<file path="src/rtl/rom_loader.sv">
// rom_loader: turns a byte stream into word writes for a ROM-style memory.
// A start pulse opens a load session. Bytes are packed little-endian into
// DATA_WIDTH-bit words. Each completed word is written once through wr_en,
// wr_addr and wr_data, at addresses counting up from 0. The session ends on
// dl_last, or after the last memory address has been written.
//
// Parameters:
//   widthad_a  - write-address width; memory depth is 2^widthad_a words
//   DATA_WIDTH - word width, 8 or 16
//
// Ports:
//   clock, reset      - rising-edge clock, synchronous active-high reset
//   start             - one-cycle session request (honoured in IDLE/DONE only)
//   dl_valid/dl_data/dl_last/dl_ready - byte-stream handshake
//   wr_en/wr_addr/wr_data             - one-cycle memory write
//   rd_ena_n          - active-low read enable, low only outside a session
//   busy, done, full  - session status levels
//   checksum          - modulo-256 sum of the accepted bytes
//                       (exists only when ROM_LOADER_CHECKSUM_EN is defined)
//
// Configuration macro: ROM_LOADER_CHECKSUM_EN adds the checksum output.
module rom_loader #(
  parameter int unsigned widthad_a  = 15,
  parameter int unsigned DATA_WIDTH = 8
) (
  input  logic                  clock,
  input  logic                  reset,
  input  logic                  start,
  input  logic                  dl_valid,
  input  logic [7:0]            dl_data,
  input  logic                  dl_last,
  output logic                  dl_ready,
  output logic                  wr_en,
  output logic [widthad_a-1:0]  wr_addr,
  output logic [DATA_WIDTH-1:0] wr_data,
  output logic                  rd_ena_n,
  output logic                  busy,
  output logic                  done,
  output logic                  full
`ifdef ROM_LOADER_CHECKSUM_EN
  ,
  output logic [7:0]            checksum
`endif
);

  localparam int unsigned BYTES = DATA_WIDTH / 8;
  localparam int unsigned IDX_W = (BYTES > 1) ? $clog2(BYTES) : 1;
  localparam logic [widthad_a-1:0] LAST_ADDR = '1;
  localparam logic [IDX_W-1:0]     LAST_IDX  = IDX_W'(BYTES - 1);

  typedef enum logic [1:0] {
    IDLE    = 2'd0,
    COLLECT = 2'd1,
    WRITE   = 2'd2,
    DONE    = 2'd3
  } state_t;

  state_t                state;
  logic [widthad_a-1:0]  addr;
  logic [IDX_W-1:0]      byte_idx;
  logic [DATA_WIDTH-1:0] word_buf;
  logic                  last_seen;

  logic                  accept_c;
  logic [DATA_WIDTH-1:0] word_next_c;

  // dl_ready is only ever high in COLLECT, so this is the whole handshake.
  assign accept_c = dl_valid && dl_ready;

  // Current word with the incoming byte dropped into its lane. The buffer
  // is cleared at the start of every word, so unfilled lanes read as 0x00.
  always_comb begin
    word_next_c = word_buf;
    for (int i = 0; i < int'(BYTES); i++) begin
      if (byte_idx == IDX_W'(i)) begin
        word_next_c[i*8 +: 8] = dl_data;
      end
    end
  end

  // Session FSM; every status output is a register updated with the state.
  always_ff @(posedge clock) begin
    if (reset) begin
      state     <= IDLE;
      addr      <= '0;
      byte_idx  <= '0;
      word_buf  <= '0;
      last_seen <= 1'b0;
      wr_en     <= 1'b0;
      wr_addr   <= '0;
      wr_data   <= '0;
      dl_ready  <= 1'b0;
      busy      <= 1'b0;
      done      <= 1'b0;
      full      <= 1'b0;
      rd_ena_n  <= 1'b0;
    end else begin
      wr_en <= 1'b0;
      case (state)
        IDLE, DONE: begin
          if (start) begin
            state     <= COLLECT;
            addr      <= '0;
            byte_idx  <= '0;
            word_buf  <= '0;
            last_seen <= 1'b0;
            done      <= 1'b0;
            full      <= 1'b0;
            dl_ready  <= 1'b1;
            busy      <= 1'b1;
            rd_ena_n  <= 1'b1;
          end
        end

        COLLECT: begin
          if (accept_c) begin
            if (byte_idx == LAST_IDX || dl_last) begin
              // Word complete (or cut short by dl_last): present it for one cycle.
              state     <= WRITE;
              dl_ready  <= 1'b0;
              wr_en     <= 1'b1;
              wr_addr   <= addr;
              wr_data   <= word_next_c;
              last_seen <= dl_last;
            end else begin
              word_buf <= word_next_c;
              byte_idx <= byte_idx + IDX_W'(1);
            end
          end
        end

        WRITE: begin
          if (last_seen || addr == LAST_ADDR) begin
            // Address never wraps: the top address ends the session as full,
            // even when it also carried dl_last.
            state    <= DONE;
            done     <= 1'b1;
            full     <= (addr == LAST_ADDR);
            busy     <= 1'b0;
            rd_ena_n <= 1'b0;
          end else begin
            state    <= COLLECT;
            addr     <= addr + widthad_a'(1);
            byte_idx <= '0;
            word_buf <= '0;
            dl_ready <= 1'b1;
          end
        end

        default: begin
          state <= IDLE;
        end
      endcase
    end
  end

`ifdef ROM_LOADER_CHECKSUM_EN
  // Running sum of accepted bytes only; pad bytes never pass the handshake.
  always_ff @(posedge clock) begin
    if (reset) begin
      checksum <= '0;
    end else if ((state == IDLE || state == DONE) && start) begin
      checksum <= '0;
    end else if (accept_c) begin
      checksum <= checksum + dl_data;
    end
  end
`endif

endmodule
</file>
<file path="config.mk">
export PLATFORM = sky130hd
export DESIGN_NAME = rom_loader
export DESIGN_NICKNAME = d
export VERILOG_FILES = /design/src/rtl/rom_loader.sv
export SDC_FILE = /design/constraint.sdc
export NUM_CORES = 1
export LEC_CHECK = 0
export BUFFER_PORTS_ARGS = -buffer_cell sky130_fd_sc_hd__buf_4
export CORE_MARGIN = 2
export CORE_UTILIZATION = 40
export CTS_BUF_LIST = sky130_fd_sc_hd__clkbuf_16
export CTS_CLUSTER_SIZE = 30
export DETAILED_ROUTE_END_ITERATION = 12
export GPL_ROUTABILITY_DRIVEN = 0
export GPL_TIMING_DRIVEN = 0
export PLACE_DENSITY = 0.7
export SETUP_SLACK_MARGIN = 0.5
export SLEW_MARGIN = 20
export SYNTH_ARGS = -nofsm -noshare
export SYNTH_HDL_FRONTEND = slang
export SYNTH_SLANG_ARGS = --single-unit
</file>
<file path="constraint.sdc">
create_clock -name clock -period 2.9 [get_ports clock]
set_clock_uncertainty 0.05 [all_clocks]
set_input_delay 0.435 -clock clock [delete_from_list [all_inputs] [get_ports clock]]
set_output_delay 0.435 -clock clock [all_outputs]
set_load 0.01 [all_outputs]
</file>
; Word-level counts from Yosys, hierarchy flattened
; Cells that the tools add are included.
[op_classes]
addsub = 2
n_eq_ne = 10
n_mux = 34
bitwise = 3
reduce_logical = 15
[op_table]
columns = operator, count
row1 = 2-to-1 mux 8 bit, 5
row2 = 2-to-1 mux 15 bit, 2
row3 = case mux 15 bit (2 select lines), 1
row4 = case mux 8 bit (3 select lines), 1
row5 = "adder 15 x 1 -> 15 bit, second input constant", 1
row6 = "equality test 15 bit, second input constant", 1
row7 = 2-to-1 mux 1 bit, 14
row8 = "inequality test 2 bit, second input constant", 6
row9 = AND reduction 3 bit, 4
row10 = AND reduction 4 bit, 3
row11 = 2-to-1 mux 2 bit, 4
row12 = case mux 1 bit (2 select lines), 4
row13 = case mux 1 bit (3 select lines), 2
row14 = case mux 2 bit (3 select lines), 1
row15 = "equality test 2 bit, second input constant", 2
row16 = nonzero test 2 bit, 2
row17 = inverter 1 bit, 3
row18 = OR reduction 3 bit, 1
row19 = "equality test 2 x 1 -> 1 bit, second input constant", 1
row20 = logical NOT 2 bit, 1
row21 = logical OR 1 bit, 2
row22 = OR reduction 2 bit, 1
row23 = "adder 1 bit, second input constant", 1
row24 = logical AND 1 bit, 1
[word_totals]
regBits = 55
out_inout_bits = 29
wordCells = 76

; Logic depth before layout (Yosys ltp)
[depth]
depth_word = 5
mapped_depth = 8
ltp_nobuf = 7

; Worst setup path after synthesis
; OpenSTA, ideal clock, no wires.
[synth_path]
path_type = register -> register
startpoint = reg state[0]
endpoint = reg addr[1]
t_arrival_ns = 1.761
slack_ns = 0.971
path_stages_with_launch = 9
cell_sequence = dfxtp_1 > inv_1 > ha_1 > buf_2 > mux2i_1 > nor4_1 > o31ai_1 > inv_1 > a32o_1
[synth_between]
elab_chain_cells = 4
word_cells_on_any_way = 9
[synth_rtl]
columns = element, line_no
row1 = start: declaration, 58  ; state_t state;
row2 = start signal: assignment, 84  ; state <= IDLE;
row3 = start signal: assignment, 102  ; state <= COLLECT;
row4 = start signal: assignment, 119  ; state <= WRITE;
row5 = equality test 2 bit or logical NOT 2 bit (tied branches), 99  ; case (state)
row6 = OR reduction 2 bit, 99
row7 = inequality test 2 bit (no line) or nonzero test 2 bit (tied branches), --
row8 = AND reduction 3 bit (no line), --
row9 = end signal: assignment, 143  ; addr <= addr + widthad_a'(1);
row10 = end: declaration, 59  ; logic [widthad_a-1:0] addr;
; Parallel ways exist; a longest one is shown, timed or not.
; A chain may end at the register's enable or synchronous reset.

; Final worst setup path
[layout_path]
startpoint = reg state[0]
endpoint = reg addr[8]
; The elaborated chain is that of the path after synthesis.

==> results.txt <==
----------------------------------------------------
[Layout]
  Final #Nets ... roughly 360
  Reg area ... approximately 0.0011 mm²
  Synthesis-to-layout area growth ... 24.3%
  Ratio of cells with drive above 1 in the final layout ... 19.1%
  Area of the multi-input gates ... ~0.0012 mm²
  Final instance area ... 0.00302 mm²
  ANT cells ... 0
  Fill cell total of the finished layout ... a little under 600

[Clock tree]
  Clock sink count ... 55
  Clock latency on the worst-skew pair ... ~0.3 ns
  CTS Buffer Depth ... 2
  Cell at the root of the clock tree ... clkbuf_16
  H-tree depth ... 2
  Post-CTS Hold Fix Bufs ... 0
  Register clock-pin slew on the reported worst setup and hold paths ... around 0.070 ns
  Clock tree from TritonCTS ... done
  Number of buffers inserted during clock tree synthesis ... 5

[Critical path]
  Critical Path Sink Type ... flip-flop
  Data required time of the critical path ... ~3.1 ns
  Critical path type ... reg2reg
  Cell count along the critical path ... 8
  R2r worst-path depth ... 8
  Critical R2R Capture ... addr[8]
  Arrival time worst endpoint ... between 2 and 2.5 ns
  Reg-to-reg slack, setup ... 0.58 ns
  Max Fanout on Critical Path ... 9
  Critical-path top delay cell ... nor4_1
  Worst R2R Start ... state[0]
  Buffers and inverters on the worst path ... 2
  Ordered list of cells on the worst path ... inv_1 > ha_1 > buf_2 > mux2i_2 > nor4_1 > o31ai_2 > or3_1 > o31ai_1
  Category of cells accounting for the largest share of critical-path delay ... simple AND/OR/NAND/NOR gates
  Delay of the slowest cell on the worst path ... a little under 0.4 ns
  Category of the worst setup path launch point ... flip-flop

[Global route]
  First-pass GRT wire length ... around 9500 µm
  Tot GR Track Use ... approximately 18%
  Via count of the first global-routing pass ... roughly 1900
  Pin count of the biggest net entering global routing ... 19
  Overflow left after global routing ... 0
  Antenna violations before repair ... 0

[Min path]
  Terminating pin of the worst hold path ... wr_addr[7]
  Min-delay src ... wr_addr[7]
  Worst hold stages ... 2
  Type of the most critical hold path ... reg2reg

[Synth]
  Synth Area per Inst ... 8.33 µm²
  Mapped Cells ... between 200 and 300
  Post-synth cell types ... slightly above 40
  Main area contributors after synthesis ... dfxtp_1, nand2_1, a21oi_1
  Share of the synthesized area in the top cell type ... roughly 45%
  Synthesized-area fraction occupied by adder cells ... 2.06%
  Compound-Gate Fraction of Synth Area ... a little under a fifth
  Basic-gate share of the synthesized area counting and, or, nand and nor cells ... approximately a quarter
  Post-synthesis sequential area ratio ... a little under half
  Most common flop cell mapped by yosys ... dfxtp_1
  Flip-flop and latch count after synthesis ... 55
  Post-synthesis mux area share ... 4.12%
  Dominant combinational cell family by area after synthesis ... simple AND/OR/NAND/NOR gates
  Netlist area before placement ... 0.00243 mm²
  Number of warnings reported in the yosys synthesis log ... 0
  Area leader, netlist ... dfxtp_1
  Most frequently used cell type in the post-synthesis netlist ... dfxtp_1
  Number of enable flip-flop cells after synthesis ... 0
  List of most frequent post-synthesis cells ... dfxtp_1, nand2_1, a21oi_1, nor2_1, nand3_1
  FFs w/ async S/R, synth ... 0%
  Synthesized netlist net count ... approximately 310
  Post-synthesis xor/xnor area fraction ... 0%

[Timing]
  Final Hold Viols ... 0
  Final-layout worst hold slack ... 0.404 ns
  Fin crit share ... approximately four fifths
  Total setup violations reported at the end of the flow ... 0
  Time the worst path needs with I/O delays and setup ... around 2.3 ns
  Final count of pins violating max slew ... 0
  Achievable frequency ... about 430 MHz
  Setup repair after global routing missed its margin ... no
  Measured slew at the worst slew-check pin ... about 0.7 ns
  Normalized max-slew margin ... 54.6%
  Setup_tns ... 0 ns
  Final Worst Setup Slack ... slightly below 0.6 ns

[Routing]
  Mean number of vias per cell ... 5.44
  Vias ... 2284
  WL final ... between 5000 and 6000 µm
  Initial DRC Count ... 146
  DR DRC count ... 0
  Remaining number of nets flagged by the antenna check after routing ... 0
  Count of TritonRoute iterations in the first routing pass ... 4
  Average routed wire per standard cell ... roughly 14 µm

[Floorplanning]
  Standard cell core area ... 0.00589 mm²
  Die H ... approximately 82 µm
  Count of pins on the block boundary ... 42
  Die Outline Area ... just under 0.007 mm²
  Die Width ... just over 80 µm
  Starting Density ... around 41%
  Number of core rows ... 28

[Power and ir drop]
  Pwr/cell area ... 656 mW/mm²
  Total power ... about 2.0 mW
  Leakage power figure ... 1.15 nW
  Max rail drop VDD ... 386 µV

[Placement]
  Final HPWL DP ... 4220 µm
  IO Port Bufs ... between 40 and 50
  DP Worst Slack ... between 0.5 and 0.6 ns
  Placed Instance Area ... about 0.0028 mm²

[Job]
  Max-cap check violation count ... 0

[Run status]
  Run status ... finished, final reports clean

----------------------------------------------------
per-layer routing:
metal / track usage, % / vias up / routed length [µm] / share of wire (%)
met1: 25.1 / 1074 / 2750 / 47
met4: 4.00 / 0 / 61 / 1.0
met2: 29.3 / 57 / 2740 / 47
met5: 0 / - / 0 / 0
met3: 3.52 / 7 / 299 / 5.1
li1: - / 1146 / - / -
area by class of cell:
| class | count | area share [%] |
|---|---|---|
| well taps | 75 | 3.10 |
| multi-input cells | 214 | 41.3 |
| clock inverters | 3 | 0.828 |
| plain buffers | 15 | 2.07 |
| flip-flops and latches | 55 | 36.4 |
| inverters | 8 | 0.993 |
| repair buffers | 45 | 11.2 |
| clock buffers | 5 | 4.14 |
repair_timing:
action,in CTS,in global routing
endpoints found under the hold margin,0,0
buffers inserted,0,4
gates resized for setup,0,2
endpoints found under the setup margin,0,14
sequential cells by signal (all words and copies together) (netlist names):
| signal | flops |
|---|---|
| busy | 1 |
| done | 1 |
| state | 2 |
| dl_ready | 1 |
| full | 1 |
| addr | 15 |
| wr_data | 8 |
| wr_en | 1 |
| wr_addr | 15 |
| byte_idx | 1 |
| last_seen | 1 |
| word_buf | 8 |
layout by cell type (no fill, tap or decap), types with 12 or more instances in the layout:
| cell | count |
|---|---|
| dfxtp_1 | 55 |
| nand2_1 | 48 |
| buf_4 | 46 |
| a21oi_1 | 31 |
| nor2_1 | 17 |
| nand3_1 | 15 |
| clkbuf_1 | 12 |
| o21ai_0 | 12 |
tightest hold or removal path: stages (launching register included):
cell and delay, ns:
dfxtp_1 0.31, nand2_1 0.05, a21oi_1 0.05
worst max-delay path by stage:
stage / startpoint / endpoint
floorplan: state[0] / addr[1]
detailed placement: state[0] / addr[1]
finish: state[0] / addr[8]
CTS: state[0] / addr[1]
global placement: state[0] / addr[1]
global route: state[0] / addr[8]
logic make-up (layout without fill, tap and decap cells):
group,Yosys count,after routing
AND/OR/NAND/NOR,127,127
AO/OA/AOI/OAI,73,73
flip-flops,55,55
buffers and inverters,23,76
multiplexers,10,10
adder cells (fa/ha/maj),4,4
per-stage QoR:
stage,cells,utilization [%]
2_1_floorplan,292,-
3_5_place_dp,408,48.2
3_3_place_gp,408,48.2
5_1_grt,420,51.4
4_1_cts,416,50.7
6_report,420,51.4
power breakdown:
group,internal [mW],switching [mW],leakage [nW]
Sequential,0.798,0.0330,0.444
Clock,0.323,0.281,0.0700
Combinational,0.208,0.341,0.632
Total,1.33,0.655,1.15
No activity file was read; power rests on OpenSTA's default activity.
